--- config.mk ---
export PLATFORM = sky130hd
export DESIGN_NAME = frame_loader
export DESIGN_NICKNAME = d
export VERILOG_FILES = /design/src/rtl/frame_loader.sv
export SDC_FILE = /design/constraint.sdc
export NUM_CORES = 1
export LEC_CHECK = 0
export ABC_AREA = 0
export CAP_MARGIN = 0
export CORE_ASPECT_RATIO = 0.75
export CORE_MARGIN = 1.5
export CORE_UTILIZATION = 51
export CTS_BUF_LIST = sky130_fd_sc_hd__clkbuf_8
export CTS_CLUSTER_DIAMETER = 100
export DETAILED_ROUTE_END_ITERATION = 10
export GPL_ROUTABILITY_DRIVEN = 0
export PLACE_DENSITY = 0.92
export SETUP_SLACK_MARGIN = 0.02
export SLEW_MARGIN = 40
export SYNTH_ARGS = -nofsm -noshare
export SYNTH_HDL_FRONTEND = slang
export SYNTH_SLANG_ARGS = --single-unit
--- constraint.sdc ---
create_clock -name clk -period 2.1 [get_ports clk]
set_input_delay 0.315 -clock clk [delete_from_list [all_inputs] [get_ports clk]]
set_output_delay 0.315 -clock clk [all_outputs]
set_load 0.1 [all_outputs]
--- src/rtl/frame_loader.sv ---
// Streams valid/ready samples into the sample RAM, one frame at a time,
// with optional decimation and single-shot or ring-buffer operation.
module frame_loader #(
  parameter int DATA_W    = 10,
  parameter int ADDR_W    = 11,
  parameter int FRAME_LEN = 1024,
  parameter int BASE_ADDR = 0,
  parameter int DECIM     = 1
) (
  input  logic              clk,
  input  logic              rst_n,
  input  logic              start,
  input  logic              abort,
  input  logic              continuous,
  input  logic              in_valid,
  input  logic [DATA_W-1:0] in_data,
  output logic              in_ready,
  output logic [ADDR_W-1:0] addr,
  output logic [DATA_W-1:0] data_out,
  output logic              write_enable,
  output logic              busy,
  output logic              data_loaded,
  output logic              frame_done
);

  localparam logic [1:0] S_IDLE = 2'd0;
  localparam logic [1:0] S_LOAD = 2'd1;
  localparam logic [1:0] S_DONE = 2'd2;

  localparam int CW = (DECIM > 1) ? $clog2(DECIM) : 1;
  localparam logic [CW-1:0] C_LAST = CW'(DECIM - 1);
  localparam logic [ADDR_W-1:0] I_LAST = ADDR_W'(FRAME_LEN - 1);
  localparam logic [ADDR_W-1:0] BASE = ADDR_W'(BASE_ADDR);

  if (BASE_ADDR + FRAME_LEN > (1 << ADDR_W)) begin : g_range_chk
    $error("frame_loader: frame does not fit in RAM");
  end
  if (DECIM < 1 || DECIM > 256) begin : g_decim_chk
    $error("frame_loader: DECIM out of range");
  end

  logic [1:0]        state;
  logic [ADDR_W-1:0] idx;
  logic [CW-1:0]     decim_cnt;
  logic              cont_q;

  logic accept;
  logic keep;
  logic last;
  logic start_ok;
  logic abort_ok;

  assign in_ready = (state == S_LOAD);
  assign busy     = (state == S_LOAD);
  assign accept   = in_valid && in_ready;
  assign keep     = accept && (decim_cnt == C_LAST);
  assign last     = keep && (idx == I_LAST);
  assign start_ok = start && (state == S_IDLE || state == S_DONE);
  assign abort_ok = abort && (state == S_LOAD);

  // Output register: the single stage of latency between accept and RAM write.
  always_ff @(posedge clk or negedge rst_n) begin
    if (!rst_n) begin
      write_enable <= 1'b0;
      frame_done   <= 1'b0;
      addr         <= '0;
      data_out     <= '0;
    end else begin
      write_enable <= keep;
      frame_done   <= last;
      if (keep) begin
        addr     <= BASE + idx;
        data_out <= in_data;
      end
    end
  end

  always_ff @(posedge clk or negedge rst_n) begin
    if (!rst_n) begin
      state       <= S_IDLE;
      idx         <= '0;
      decim_cnt   <= '0;
      cont_q      <= 1'b0;
      data_loaded <= 1'b0;
    end else if (start_ok) begin
      state       <= S_LOAD;
      idx         <= '0;
      decim_cnt   <= '0;
      cont_q      <= continuous;
      data_loaded <= 1'b0;
    end else if (abort_ok) begin
      state     <= S_IDLE;
      idx       <= '0;
      decim_cnt <= '0;
      // A ring buffer keeps its last complete frame valid across abort.
      if (!cont_q) begin
        data_loaded <= 1'b0;
      end else if (last) begin
        data_loaded <= 1'b1;
      end
    end else if (accept) begin
      if (keep) begin
        decim_cnt <= '0;
        if (last) begin
          idx         <= '0;
          data_loaded <= 1'b1;
          if (!cont_q) begin
            state <= S_DONE;
          end
        end else begin
          idx <= idx + ADDR_W'(1);
        end
      end else begin
        decim_cnt <= decim_cnt + CW'(1);
      end
    end
  end

endmodule
==> results of run 1 <==
==> layout make-up <==
type	count	area, sq um
clock buffer	5	68.8
fill	262	1030
clock inverter	3	43.8
sequential	39	976
tap	40	50.0
timing repair buffer	44	390
multi-input combinational	136	701
inverter	2	7.51
==> flip-flops by register name (all words and copies together) (netlist names) <==
signal / cells
data_out: 10
write_enable: 1
frame_done: 1
state: 2
cont_q: 1
decim_cnt: 1
data_loaded: 1
addr: 11
idx: 11
==> cell families (layout without fill, tap and decap cells) <==
group                      after synthesis  in the layout
and+or+nand+nor                        110            110
DFF                                     39             39
AOI/OAI and AO/OA                       23             23
buffers and inverters                   10             54
adders and majority gates                1              1
xor gates and xnor gates                 1              1
muxes                                    1              1
==> power groups by stage <==
| stage | Sequential, mW | Combinational, mW | Clock [mW] |
|---|---|---|---|
| after global routing | 0.907 | 0.920 | 0.664 |
| after CTS | 0.896 | 0.881 | 0.627 |
| after global placement | 0.907 | 0.872 | 0 |
| after detailed placement | 0.910 | 0.878 | 0 |
| after floorplan | 1.36 | 0.215 | 0 |
| final | 0.898 | 0.877 | 0.616 |
==> worst max path at each step <==
stage / start / slack (ps) / end / cells past startpoint
after CTS: idx[0]$_DFFE_PN0P_ / 320 / idx[9]$_DFFE_PN0P_ / 6
after global placement: in_valid / 270 / idx[6]$_DFFE_PN0P_ / 6
after floorplan: state[1]$_DFFE_PN0P_ / 440 / idx[8]$_DFFE_PN0P_ / 7
after global routing: idx[0]$_DFFE_PN0P_ / 220 / idx[9]$_DFFE_PN0P_ / 6
final: idx[0]$_DFFE_PN0P_ / 310 / idx[9]$_DFFE_PN0P_ / 6
after detailed placement: in_valid / 220 / idx[6]$_DFFE_PN0P_ / 6
==> Yosys cell counts, types with 2 or more instances <==
cell       n  area share (%)
buf_2      2            0.58
nand4_1    3             1.1
clkbuf_1   2            0.43
and3_1     2            0.72
nor2_1     8             1.7
or3_1      3             1.1
nor3_1     2            0.58
and4_1     4             2.0
o21ai_0    9             2.6
nand2_1   71              15
a21oi_1    8             2.3
nor2b_1    2            0.72
o21ai_2    2             1.0
nand3_1    5             1.4
dfrtp_1   39              56
buf_6      2             1.3
==> placed cells by master (no fill, tap or decap), types with 3 or more instances in the layout <==
cell type | Yosys | final
nand2_1 | 71 | 71
dfrtp_1 | 39 | 39
buf_4 | 1 | 28
clkdlybuf4s50_1 | 0 | 14
o21ai_0 | 9 | 9
nor2_1 | 8 | 8
a21oi_1 | 8 | 8
nand3_1 | 5 | 5
clkbuf_8 | 0 | 5
and4_1 | 4 | 4
nand4_1 | 3 | 3
or3_1 | 3 | 3
==> per-stage QoR <==
stage	setup slack [ps]	utilization (%)
2_1_floorplan	444	-
4_1_cts	318	68.4
3_5_place_dp	221	65.0
3_3_place_gp	266	65.0
6_report	308	68.5
5_1_grt	215	68.5
==> worst reg2reg max path, cell delays in order, from the launching register on <==
cell	delay [ps]
dfrtp_1	460
ha_1	290
and3_2	260
and4_1	260
nor3_2	210
nand4_1	120
mux2i_1	140
==> routing by layer <==
| layer | track usage, % | vias up |
|---|---|---|
| met2 | 34.0 | 65 |
| li1 | - | 702 |
| met4 | 7.69 | 0 |
| met3 | 5.52 | 4 |
| met1 | 30.7 | 690 |
| met5 | 0 | - |
==> results.cfg, run 1 <==
[outcome]
status = finished with violations
violations = hold timing

[pwr]
p_leak_nw = 1.17
ir_drop_v = 0.000621
clockPowerShare_pct = 25.8
swShare_pct = 41.9
p_int_mw = 1.39
p_total_mw = 2.39
seqPwrFrac_pct = 37.5
comb_power_share_pct = 36.7
power.switching_mw = 1.00
power_density_nw_per_um2 = 1070

[hold_path]
hold_class = in2async

[die]
core_sq_um = 3270
floorplan.initialDensity_pct = 53.1
die_h_um = 53.5
die_w_um = 70.4
ioPinCount = 42
die_area_sq_um = 3770
rows = 18

[synth]
yosys.area_share.simple_pct = 30.6
yosysSeqAreaShare_pct = 56.2
syn_inst = 185
synthXorXnorAreaFrac_pct = 0.505
synth_compound_area_share_pct = 7.93
synth-adder-area-share_pct = 0.721
ys_ff_latch = 39
syn-num-nets = 202
synthMuxAreaShare_pct = 0.577
synth_warnings = 0
synth_top_family_by_area = simple AND/OR/NAND/NOR gates
ys_async_sr_fraction_pct = 100
syn_area_per_cell_sq_um = 9.38
synth_area_sq_um = 1740
synth_flop_cell = dfrtp_1
synth.distinct_cells = 37
synth-edff-count = 0

[timing]
whs_ps = -21.9
min_period_ps = 1790
tns_ps = 0
fin_crit_sh_pct = 85.3
skew_ps = 7.93
fmax_ghz = 0.558
tightest_slew_ps = 473
finalSetupViolations = 0
finalHoldViolations = 39
slew_headroom_pct = 68.5
slew_viol_final = 0
rsz0062_at_grt = false

[setup_path]
rr_startpoint = idx[0]$_DFFE_PN0P_
startpoint_type = register
cp.arrival_ps = 2010
cp.buffers_inverters = 0
cp.required_ps = 2320
critPathMaxStageDelay_ps = 460
r2r_setup_slack_ps = 310
path_cells = ha_1 -> and3_2 -> and4_1 -> nor3_2 -> nand4_1 -> mux2i_1
cpMaxStageDelayCell = dfrtp_1
critPathMaxFanout = 6
r2r-end = idx[9]$_DFFE_PN0P_
critPathTopFamily = simple AND/OR/NAND/NOR gates
criticalPathCategory = reg2reg
worstSetupEndpointType = register
reg2reg_depth = 6

[place]
dp_hpwl_mm = 2.59
dpl_cell_area_sq_um = 2120
dp.cells = 261
port-buffer-count = 41

[global_routing]
grt_use_total_pct = 22.0
antenna_found_initial = 0
grt_pass1_vias = 1308
grt_max_degree = 40
grt_first_pass_wirelength_mm = 6.20
overflow = 0

[clocking]
hold_buffers = 0
post_cts_buffers = 0
clkTransAtPathRegs_ps = 80
cts_sinks = 39
cts_resized = 0
clock_latency_ps = 290
htree_levels = 2
cts_root_buf = clkbuf_8
cts_made_buffers = 5
cts_max_path_buffers = 2
cts_tree = built

[layout]
fin_area_sq_um = 2240
nets = 245
drive_gt1_share_pct = 22.7
stdcell_count = 269
n_antenna_cell = 0
area_growth_pct = 28.9

[route]
wl_met1_mm = 1.68
drt_iter0_drc = 121
vias_per_cell = 5.43
first_pass_iters = 4
dr_total_vias = 1461
wl_per_cell_um = 13.8
routed_wl_mm = 3.73
drtAntennaViolNets = 0
drcViolationCount = 0
wl_met2_mm = 1.71
met3_length_um = 301
highest_layer = met4

[run]
drv_cap = 0
(Power assumes the default switching activity.)
==> inputs of run 2 (changes only) <==
PLACE_DENSITY = 0.79   (was 0.92)
SLEW_MARGIN = default   (was 40)
==> results.cfg, run 2 (synthesis gave the netlist of run 1 again) <==
[setup_path]
critPathTopFamily = simple AND/OR/NAND/NOR gates
reg2reg_depth = 6
r2r_setup_slack_ps = 300
cp.required_ps = 2320
rr_startpoint = idx[0]$_DFFE_PN0P_
criticalPathCategory = reg2reg
worstSetupEndpointType = register
path_cells = ha_1 -> and3_2 -> and4_1 -> nor3_2 -> nand4_1 -> mux2i_1
r2r-end = idx[9]$_DFFE_PN0P_
startpoint_type = register
critPathMaxStageDelay_ps = 450
cpMaxStageDelayCell = dfrtp_1
cp.buffers_inverters = 0
critPathMaxFanout = 6
cp.arrival_ps = 2020

[clocking]
cts_root_buf = clkbuf_8
cts_sinks = 39
htree_levels = 2
cts_resized = 0
cts_tree = built
cts_made_buffers = 5
clkTransAtPathRegs_ps = 70
post_cts_buffers = 0
cts_max_path_buffers = 2
hold_buffers = 0
clock_latency_ps = 290

[timing]
tns_ps = 0
min_period_ps = 1800
tightest_slew_ps = 874
fin_crit_sh_pct = 85.8
slew_viol_final = 0
fmax_ghz = 0.555
finalSetupViolations = 0
slew_headroom_pct = 41.7
timing.final.ws_setup_ps = 298
finalHoldViolations = 0
skew_ps = 6.45
rsz0062_at_grt = false

[pwr]
p_int_mw = 1.33
clockPowerShare_pct = 23.4
p_leak_nw = 1.17
ir_drop_v = 0.000492
p_total_mw = 2.32
power_density_nw_per_um2 = 1040
swShare_pct = 42.7
comb_power_share_pct = 38.0
power.switching_uw = 990
seqPwrFrac_pct = 38.6

[global_routing]
antenna_found_initial = 0
grt_max_degree = 40
overflow = 0
grt_first_pass_wirelength_mm = 6.33
grt_pass1_vias = 1354
grt_use_total_pct = 22.3

[hold_path]
hold_class = in2async

[die]
ioPinCount = 42
rows = 18
die_h_um = 53.5
floorplan.initialDensity_pct = 53.1
die_w_um = 70.4
die_area_sq_um = 3770
core_sq_um = 3270

[layout]
drive_gt1_share_pct = 22.6
n_antenna_cell = 0
area_growth_pct = 28.5
nets = 246
fillers = 269
layout_common_cells = nand2_1, dfrtp_1, buf_4
final_common_cell = nand2_1
top_regs = addr x11, idx x11, data_out x10

[route]
drt_iter0_drc = 118
vias_per_cell = 5.37
drcViolationCount = 0
wl_per_cell_um = 14.1
drtAntennaViolNets = 0
routed_wl_mm = 3.80
first_pass_iters = 4
dr_total_vias = 1451

[place]
dp_hpwl_mm = 2.78
post-place-ws_ps = 220
port-buffer-count = 41

[outcome]
status = complete, no violations

[run]
drv_cap = 0
==> run 2: stage by stage <==
stage	cell area, sq um	hold slack (ps)	utilization [%]	instances
global route	2230	202	68.3	270
CTS	2230	162	68.3	270
detailed placement	2130	463	65.2	262
floorplan	1740	19.4	-	185
finish	2230	141	68.3	270
global placement	2130	453	65.2	262
==> run 2: how the worst max path moves through the flow <==
stage                               startpoint            endpoint  slack, ps  cells past startpoint
after floorplan           state[1]$_DFFE_PN0P_  idx[8]$_DFFE_PN0P_        440                      7
final                       idx[0]$_DFFE_PN0P_  idx[9]$_DFFE_PN0P_        300                      6
after CTS                   idx[0]$_DFFE_PN0P_  idx[9]$_DFFE_PN0P_        310                      6
after detailed placement              in_valid  idx[8]$_DFFE_PN0P_        220                      6
after global routing        idx[0]$_DFFE_PN0P_  idx[9]$_DFFE_PN0P_        180                      6
after global placement                in_valid  idx[6]$_DFFE_PN0P_        260                      6
==> run 2: metal layers <==
layer	share of wire (%)	GRT usage [%]	vias up
met5	0	0	-
met4	1.2	8.01	0
met3	4.2	6.29	9
met2	50	38.8	39
met1	45	27.2	698
li1	-	-	705
==> run 2: layout make-up <==
type	instances	area (sq um)	area share, %
Clock buffer	7	96.3	4.32
Clock inverter	1	3.75	0.168
Inverter	2	7.51	0.337
Multi-Input combinational cell	136	701	31.4
Sequential cell	39	976	43.8
Tap cell	40	50.0	2.24
Timing Repair Buffer	45	395	17.7
==> run 2: power groups by stage <==
stage	sequential (mW)	clock, mW	combinational [mW]
after global routing	0.911	0.582	0.922
after floorplan	1.36	0	0.215
after CTS	0.897	0.550	0.887
after global placement	0.905	0	0.873
after detailed placement	0.912	0	0.884
final	0.896	0.543	0.882
